$ cat src/rtl/ecc_link_pkg.sv
// Shared definitions for the ECC link controller slice.
//   BYTE_W        : width of the channel data byte
//   DEF_CH_LAT    : default channel latency (launch to valid result)
//   DEF_MAX_RETRY : default retransmissions per byte after an uncorrectable error
//   state_t       : controller FSM states
package ecc_link_pkg;

  localparam int BYTE_W        = 8;
  localparam int DEF_CH_LAT    = 2;
  localparam int DEF_MAX_RETRY = 3;

  typedef enum logic [2:0] {
    ST_IDLE    = 3'd0,
    ST_SEND    = 3'd1,
    ST_WAIT    = 3'd2,
    ST_CHECK   = 3'd3,
    ST_DELIVER = 3'd4
  } state_t;

endpackage

$ cat src/rtl/ecc_link_controller_sat_counter.sv
// Saturating event counter used for link-quality statistics.
// Ports:
//   clk   : clock, rising edge
//   clr   : synchronous clear, wins over a same-cycle inc
//   inc   : count one event
//   count : current value, sticks at all-ones instead of wrapping
module sat_counter #(
  parameter int CNT_W = 16
) (
  input  logic             clk,
  input  logic             clr,
  input  logic             inc,
  output logic [CNT_W-1:0] count
);

  always_ff @(posedge clk) begin
    if (clr) begin
      count <= '0;
    end else if (inc && (count != {CNT_W{1'b1}})) begin
      count <= count + 1'b1;
    end
  end

endmodule

$ cat src/rtl/ecc_link_controller.sv
// Sequencing controller for the Hamming-protected byte channel. Accepts one
// byte at a time from the source, launches it into the channel, samples the
// decoded result CH_LAT cycles later, and delivers, retransmits or drops it.
// Ports:
//   clk, rst                 : clock and synchronous active-high reset
//   in_data/in_valid/in_ready: upstream byte handshake
//   out_data/out_valid/out_ready: downstream byte handshake
//   ch_data_in, ch_launch    : byte and one-cycle launch pulse into the channel
//   ch_data_out, ch_err_det, ch_err_cor: channel result, sampled in CHECK
//   drop                     : one-cycle pulse when a byte is discarded
//   busy                     : controller is not IDLE
//   clr_cnt                  : synchronous clear of the statistics counters
//   cnt_corrected/cnt_retry/cnt_drop: saturating statistics counters
//   dbg_state                : current FSM state for observation
//
// Handshakes: a transfer happens on a rising edge where valid and ready are
// both high. A source holds its byte until accepted; out_valid/out_data stay
// stable until out_ready is seen.
module ecc_link_controller
  import ecc_link_pkg::*;
#(
  parameter int CH_LAT    = DEF_CH_LAT,
  parameter int MAX_RETRY = DEF_MAX_RETRY,
  parameter int CNT_W     = 16
) (
  input  logic              clk,
  input  logic              rst,
  input  logic [BYTE_W-1:0] in_data,
  input  logic              in_valid,
  output logic              in_ready,
  output logic [BYTE_W-1:0] out_data,
  output logic              out_valid,
  input  logic              out_ready,
  output logic [BYTE_W-1:0] ch_data_in,
  output logic              ch_launch,
  input  logic [BYTE_W-1:0] ch_data_out,
  input  logic              ch_err_det,
  input  logic              ch_err_cor,
  output logic              drop,
  output logic              busy,
  input  logic              clr_cnt,
  output logic [CNT_W-1:0]  cnt_corrected,
  output logic [CNT_W-1:0]  cnt_retry,
  output logic [CNT_W-1:0]  cnt_drop,
  output state_t            dbg_state
);

  localparam logic [3:0] WAIT_LOAD = 4'(CH_LAT - 1);
  localparam logic [2:0] RETRY_MAX = 3'(MAX_RETRY);

  state_t            state_q, state_d;
  logic [BYTE_W-1:0] hold_q;
  logic [BYTE_W-1:0] out_data_q;
  logic [3:0]        wait_q;
  logic [2:0]        retry_q;
  logic              drop_q;

  logic capture;
  logic latch_out;
  logic inc_cor;
  logic inc_retry;
  logic inc_drop;
  logic cnt_clr;

  always_comb begin
    state_d   = state_q;
    capture   = 1'b0;
    latch_out = 1'b0;
    inc_cor   = 1'b0;
    inc_retry = 1'b0;
    inc_drop  = 1'b0;
    case (state_q)
      ST_IDLE: begin
        if (in_valid) begin
          capture = 1'b1;
          state_d = ST_SEND;
        end
      end
      ST_SEND: begin
        state_d = ST_WAIT;
      end
      ST_WAIT: begin
        // The counter reaches zero on this edge, so CHECK lands CH_LAT
        // cycles after the launch cycle.
        if (wait_q <= 4'd1) begin
          state_d = ST_CHECK;
        end
      end
      ST_CHECK: begin
        // A correction flag without a detection flag is treated as clean.
        if (!ch_err_det || ch_err_cor) begin
          latch_out = 1'b1;
          inc_cor   = ch_err_det;
          state_d   = ST_DELIVER;
        end else if (retry_q < RETRY_MAX) begin
          inc_retry = 1'b1;
          state_d   = ST_SEND;
        end else begin
          inc_drop  = 1'b1;
          state_d   = ST_IDLE;
        end
      end
      ST_DELIVER: begin
        if (out_ready) begin
          state_d = ST_IDLE;
        end
      end
      default: begin
        state_d = ST_IDLE;
      end
    endcase
  end

  always_ff @(posedge clk) begin
    if (rst) begin
      state_q    <= ST_IDLE;
      hold_q     <= '0;
      out_data_q <= '0;
      wait_q     <= '0;
      retry_q    <= '0;
      drop_q     <= 1'b0;
    end else begin
      state_q <= state_d;
      // Registered so the pulse appears with the FSM already back in IDLE.
      drop_q  <= inc_drop;
      if (capture) begin
        hold_q  <= in_data;
        retry_q <= '0;
      end else if (inc_retry) begin
        retry_q <= retry_q + 1'b1;
      end
      if (state_q == ST_SEND) begin
        wait_q <= WAIT_LOAD;
      end else if (state_q == ST_WAIT) begin
        wait_q <= wait_q - 1'b1;
      end
      if (latch_out) begin
        out_data_q <= ch_data_out;
      end
    end
  end

  assign in_ready   = (state_q == ST_IDLE) && !rst;
  assign out_valid  = (state_q == ST_DELIVER);
  assign out_data   = out_data_q;
  assign ch_launch  = (state_q == ST_SEND);
  assign ch_data_in = hold_q;
  assign drop       = drop_q;
  assign busy       = (state_q != ST_IDLE);
  assign dbg_state  = state_q;

  // Reset clears the counters through the clear path, which also discards
  // any increment from a byte aborted by that reset.
  assign cnt_clr = rst || clr_cnt;

  sat_counter #(.CNT_W(CNT_W)) u_cnt_corrected (
    .clk   (clk),
    .clr   (cnt_clr),
    .inc   (inc_cor),
    .count (cnt_corrected)
  );

  sat_counter #(.CNT_W(CNT_W)) u_cnt_retry (
    .clk   (clk),
    .clr   (cnt_clr),
    .inc   (inc_retry),
    .count (cnt_retry)
  );

  sat_counter #(.CNT_W(CNT_W)) u_cnt_drop (
    .clk   (clk),
    .clr   (cnt_clr),
    .inc   (inc_drop),
    .count (cnt_drop)
  );

endmodule

$ cat config.mk
export PLATFORM = sky130hd
export DESIGN_NAME = ecc_link_controller
export DESIGN_NICKNAME = d
export VERILOG_FILES = /design/src/rtl/ecc_link_pkg.sv /design/src/rtl/ecc_link_controller_sat_counter.sv /design/src/rtl/ecc_link_controller.sv
export SDC_FILE = /design/constraint.sdc
export NUM_CORES = 1
export LEC_CHECK = 0
export ABC_CLOCK_PERIOD_IN_PS = 2200
export CAP_MARGIN = 20
export CORE_MARGIN = 1
export CORE_UTILIZATION = 50
export DETAILED_ROUTE_END_ITERATION = 7
export PLACE_DENSITY = 0.81
export SLEW_MARGIN = 20
export SYNTH_ARGS = -nofsm -noshare
export SYNTH_HDL_FRONTEND = slang
export SYNTH_SLANG_ARGS = --single-unit
$ cat constraint.sdc
create_clock -name clk -period 2.2 [get_ports clk]
set_input_delay 0.44 -clock clk [delete_from_list [all_inputs] [get_ports clk]]
set_output_delay 0.44 -clock clk [all_outputs]
set_load 0.01 [all_outputs]
==> results.txt, run 1 <==
Clock Tree Root -> clkbuf_8
DRT Pass-1 Iters -> 5
Cts hold-fix bufs -> 0
Pin count of the biggest net entering global routing -> 26
Worst setup EP type -> output port
Syn_area_per_cell -> 8.502 um2
First-pass GRT wire length -> 17.17 mm
Crit share post-route -> 0.9567
DIE WIDTH -> 89.77 um
Num rows -> 31
Routed Antenna Nets -> 0
Core ar. -> 7331 um2
Layout cells sized above 1 -> 0.1064
CP peak stage delay -> 0.53 ns
Netlist cell types -> 54
Power Dens Cells -> 670.8 nW/um2
HP Class -> flip-flop to flip-flop
Number of global-route vias before repair -> 3643
Worst Tran Pin Value -> 0.7167 ns
Final hold violation count -> 0
Ys Warns -> 0
Clock sinks -> 75
Cts bufs inserted -> 9
Final Power -> 0.003485 W
Clk pin slew, worst setup/hold paths -> 0.07 ns
# diodes -> 0
Top cells by area, synth -> dfxtp_1 (39%), mux2i_1 (6.0%), nand2_1 (5.3%)
Synth area leader -> dfxtp_1
Htree depth -> 3
Vias per std cell -> 5.903
DRC -> 0
Predominant post-synthesis flop cell -> dfxtp_1
Worst setup path startpoint -> dbg_state[0]
Hold_ws -> 0.4577 ns
Placed wire-length estimate -> 7.208 mm
Worst skew pair latency -> 0.34 ns
Initial Util -> 0.5253
Num ports -> 95
Final WL -> 9.916 mm
CP max stage cell -> clkdlybuf4s50_1
CP Cell Sequence -> buf_4 -> nor2_2 -> and2_1 -> clkdlybuf4s50_1
Gate Count Post-Synth -> 453
Wire length per cell -> 14.96 um
Layout Cells excl Fill -> 663
Final #Nets -> 590
Detailed Route Iter0 Violations -> 285
Dpl cells -> 649
Pre-CTS setup slack -> -0.1178 ns
FF-to-FF End -> u_cnt_retry.count[14]
Critical path peak fanout -> 8
Die Y -> 89.77 um
Crit path capture -> out_valid
Die Area -> 8058 um2
Setup ws final -> 0.09530 ns
Critical Path Stages -> 4
Worst slew margin -> 0.5182
Final Critical Period -> 2.105 ns
Slew Viols, Final -> 0
Top delay family on crit path -> buffers and inverters
Commonest non-fill, non-tap cell in the layout -> clkdlybuf4s50_1
Antenna violations before repair -> 0
Most frequent cells in the layout -> clkdlybuf4s50_1 (93), dfxtp_1 (72), nand2_1 (54), a21oi_1 (39), buf_4 (27)
Max_cap viols -> 0
Placer congestion estimate -> 0.8775
Reg2reg path depth -> 5
Final TNS setup -> 0 ns
Grt ovf -> 0
Worst EP arrival -> 1.66 ns
Cell Area, Synth -> 3851 um2
Sequential area share after synthesis -> 0.3899
Synth top area share -> 0.3899
CP Class -> flip-flop to output port
Clock skew -> 0.01242 ns
Post-synth EDFFs -> 0
Status -> complete, no violations
IR Drop Worst-Case VDD -> 0.6555 mV
Crit start category -> flip-flop
Ys async rst share -> 0
Crit path buffers/inverters -> 2
Final setup fails -> 0
CTS tree -> done
Total track usage -> 0.2537
R2r startpoint -> u_cnt_retry.count[0]
R2R Setup Slk -> 0.16 ns
Synth Net Count -> 482
Vias -> 3914
Fillers -> 581
Area Overhead vs Synth -> 34.89%
Synthesized flop and latch total -> 75
P_leak -> 1.761 nW
CTS max path bufs -> 2
RSZ-0062 raised after global routing -> false
Max Freq -> 475.1 MHz
IO buf count -> 94
Req. time, crit path -> 1.76 ns
## worst register-to-register path, delay by kind of cell, from the launching register on
family | cells | cell delay [ns]
adder cells (fa/ha/maj) | 1 | 0.30
flip-flops | 1 | 0.40
AO/OA/AOI/OAI | 2 | 0.37
AND/OR/NAND/NOR | 2 | 0.91
## timing repair
action | CTS | global route
cloned | 0 | 0
endpoints found under the hold margin | 0 | 0
endpoints found under the setup margin | 2 | 3
resized for setup | 3 | 4
setup buffers | 0 | 0
## per-layer routing
| metal | GRT usage | wire [um] | vias to the layer above |
|---|---|---|---|
| li1 | - | - | 1920 |
| met1 | 0.3275 | 4492 | 1863 |
| met2 | 0.4295 | 4874 | 125 |
| met3 | 0.05415 | 490 | 6 |
| met4 | 0.06421 | 59 | 0 |
| met5 | 0 | 0 | - |
## report_power, final
part | internal (W) | leakage [nW] | switching, W
Sequential | 0.00146 | 0.607 | 0.000137
Clock | 0.000395 | 0.0750 | 0.000490
Combinational | 0.000528 | 1.08 | 0.000475
## how the worst min path moves through the flow
| stage | from | end | slack (ns) | cells after the start |
|---|---|---|---|---|
| after floorplan | wait_q[1] | wait_q[1] | 0.48 | 2 |
| after global placement | ch_data_in[6] | ch_data_in[6] | 0.44 | 2 |
| after detailed placement | ch_data_in[0] | ch_data_in[0] | 0.45 | 2 |
| after CTS | ch_data_in[0] | ch_data_in[0] | 0.46 | 2 |
| after global routing | ch_data_in[1] | ch_data_in[1] | 0.48 | 2 |
| final | ch_data_in[0] | ch_data_in[0] | 0.46 | 2 |
## area by class of cell
type / instances / area (um2) / share of cell area
timing repair buffer: 123 / 1186 / 0.2283
inverter: 11 / 41.29 / 0.007948
clock inverter: 3 / 17.52 / 0.003372
sequential: 75 / 1505 / 0.2897
clock buffer: 11 / 131.4 / 0.02529
multi-input combinational: 341 / 2190 / 0.4215
tap: 99 / 123.9 / 0.02384
## cell usage after synthesis, drive strengths merged, types with 2 or more instances
cell type  count
and2           4
a211oi         3
a41oi          2
nand4bb        2
clkbuf        15
xnor2          2
nand3         18
a21o           2
nor2          24
nand2b         4
o41ai          4
ha             6
mux2i         23
o311ai         3
o21bai         2
buf           11
dfxtp         75
nand4         17
a2111oi        2
and3           6
nor2b          2
or4           14
nor4b          3
a21oi         40
a41o           3
and4           9
o21ai         12
nor4          15
inv           11
a31oi          3
or3           21
nor3          16
o31ai         14
nand2         54
or2            2
## logic make-up (layout without fill, tap and decap cells)
group | count (synthesis) | in the layout | share of synthesized area
compound gates | 93 | 93 | 0.1537
xor+xnor | 2 | 2 | 0.004549
fa+ha+maj | 6 | 6 | 0.01949
buf+inv | 37 | 148 | 0.04516
flops | 75 | 75 | 0.3899
mux | 23 | 23 | 0.05978
simple gates | 217 | 217 | 0.3275
## through the flow
stage,utilization,cell area (um2)
final,0.7087,5195
after detailed placement,0.6856,5026
after CTS,0.7069,5182
after floorplan,-,3851
after global placement,0.6856,5026
after global routing,0.7087,5195
## sequential cells by signal, summed over array words and instances (netlist names)
name                   flops
u_cnt_corrected.count     16
u_cnt_drop.count          16
u_cnt_retry.count         16
ch_data_in                 8
out_data                   8
wait_q                     4
dbg_state                  3
retry_q                    3
drop                       1
Note: power is estimated with default switching activity, not from simulation.
==> run 2, diff against run 1 <==
- SETUP_SLACK_MARGIN: default -> 0.15
==> results.txt, run 2 (synthesis gave the netlist of run 1 again) <==
Total track usage -> 0.2537
DRC -> 0
Top Registers -> u_cnt_corrected.count x16, u_cnt_drop.count x16, u_cnt_retry.count x16
Power Dens Cells -> 668.3 nW/um2
CP max stage cell -> or3_1
Grt ovf -> 0
Htree depth -> 3
Worst slew margin -> 0.5162
Clock share of power -> 0.254
Commonest non-fill, non-tap cell in the layout -> clkdlybuf4s50_1
Req. time, crit path -> 2.42 ns
Vias per std cell -> 5.922
Final setup fails -> 0
Cts hold-fix bufs -> 0
Status -> complete, no violations
Fillers -> 576
Reg power frac -> 0.459
DIE WIDTH -> 89.77 um
Crit start category -> input pin
Placed wire-length estimate -> 7.208 mm
Int Power -> 0.002381 W
Placer congestion estimate -> 0.8775
Final #Nets -> 591
CTS tree -> done
Core ar. -> 7331 um2
Most frequent cells in the layout -> clkdlybuf4s50_1 (91), dfxtp_1 (71), nand2_1 (54), a21oi_1 (39), buf_4 (28)
IR Drop Worst-Case VDD -> 0.6740 mV
R2R Setup Slk -> 0.24 ns
Vias -> 3932
Critical path peak fanout -> 6
Initial Util -> 0.5253
Clock skew -> 0.01211 ns
Routed Antenna Nets -> 0
Final Power -> 0.003485 W
First-pass GRT wire length -> 17.17 mm
Crit share post-route -> 0.8985
Antenna violations before repair -> 0
Wire length per cell -> 15.08 um
Num rows -> 31
HP Class -> flip-flop to flip-flop
CTS max path bufs -> 2
Worst setup EP type -> flip-flop
RSZ-0062 raised after global routing -> false
CP peak stage delay -> 0.49 ns
Max_cap viols -> 0
IO buf count -> 94
Area Overhead vs Synth -> 35.41%
Cts bufs inserted -> 9
Num ports -> 95
Final hold violation count -> 0
P_leak -> 1.768 nW
Worst skew pair latency -> 0.34 ns
Final TNS setup -> 0 ns
Die Area -> 8058 um2
Worst Tran Pin Value -> 0.7198 ns
Clock sinks -> 75
CP Class -> input pin to flip-flop
NetSw -> 0.001104 W
CP Cell Sequence -> clkdlybuf4s50_1 -> nand2b_1 -> or3_1 -> buf_4 -> o41ai_1 -> a21oi_1
Clock Tree Root -> clkbuf_8
Worst EP arrival -> 2.20 ns
Final Critical Period -> 1.977 ns
Slew Viols, Final -> 0
Die Y -> 89.77 um
Sw frac -> 0.3168
Pin count of the biggest net entering global routing -> 26
# diodes -> 0
Clk pin slew, worst setup/hold paths -> 0.08 ns
Final WL -> 10.01 mm
Crit path buffers/inverters -> 2
Layout cells sized above 1 -> 0.1150
Final non-filler cell area -> 5215 um2
Number of global-route vias before repair -> 3643
DP Area -> 5026 um2
Combinational Power Share -> 0.287
Max Freq -> 505.9 MHz
Top delay family on crit path -> simple AND/OR/NAND/NOR gates
DRT Pass-1 Iters -> 4
Detailed Route Iter0 Violations -> 273
[run 2: path summary, 6_finish.rpt]
kind,start,end,cells past startpoint
max,ch_err_cor,u_cnt_drop.count[5],6
min,ch_data_in[0],ch_data_in[0],2
max reg2reg,u_cnt_retry.count[1],u_cnt_retry.count[14],5
min reg2reg,ch_data_in[0],ch_data_in[0],2
[run 2: through the flow]
step / util / worst slack (ns) / instances / hold WS [ns]
after floorplan: - / 0.3497 / 453 / 0.4755
after global placement: 0.6856 / -0.08510 / 649 / 0.4410
after detailed placement: 0.6856 / -0.1178 / 649 / 0.4504
after CTS: 0.7080 / 0.07991 / 663 / 0.4595
after global routing: 0.7114 / 0.1563 / 664 / 0.4845
final: 0.7114 / 0.2233 / 664 / 0.4577
[run 2: what timing repair did]
action                                  in CTS  in global routing
pin swaps                                    0                  2
buffers inserted                             0                  1
endpoints found under the setup margin      10                 22
gates resized for setup                      8                  7
[run 2: area by class of cell]
cell class / count / area [um2] / area share
clock buffers: 11 / 131.4 / 0.02519
clock inverters: 3 / 17.52 / 0.003359
inverters: 11 / 41.29 / 0.007917
multi-input cells: 341 / 2201 / 0.4220
flip-flops and latches: 75 / 1509 / 0.2893
well taps: 99 / 123.9 / 0.02375
repair buffers: 124 / 1191 / 0.2284
[run 2: routing by layer]
metal | GRT usage | part of all wire | vias to the layer above
met1 | 0.3275 | 0.45 | 1883
met3 | 0.05415 | 0.048 | 8
li1 | - | - | 1926
met2 | 0.4295 | 0.50 | 115
met4 | 0.06421 | 0.0072 | 0
met5 | 0 | 0 | -
[run 2: worst register-to-register path, delay by kind of cell, from the launching register on]
| family | cells | cell delay [ns] |
|---|---|---|
| adder cells (fa/ha/maj) | 1 | 0.25 |
| flip-flops | 1 | 0.38 |
| AND/OR/NAND/NOR | 2 | 0.90 |
| AO/OA/AOI/OAI | 2 | 0.37 |
[run 2: power by group through the flow]
stage,sequential [W],clock [W],combinational (W)
global placement,0.00160,0,0.000960
CTS,0.00160,0.000904,0.00100
global route,0.00162,0.000968,0.00110
detailed placement,0.00161,0,0.000989
finish,0.00160,0.000885,0.000999
floorplan,0.00157,0,0.000620
==> run 3, diff against run 2 <==
- SLEW_MARGIN: 20 -> default
==> results of run 3 <==
No change in the layout: final DEF, timing and power equal those of run 2.
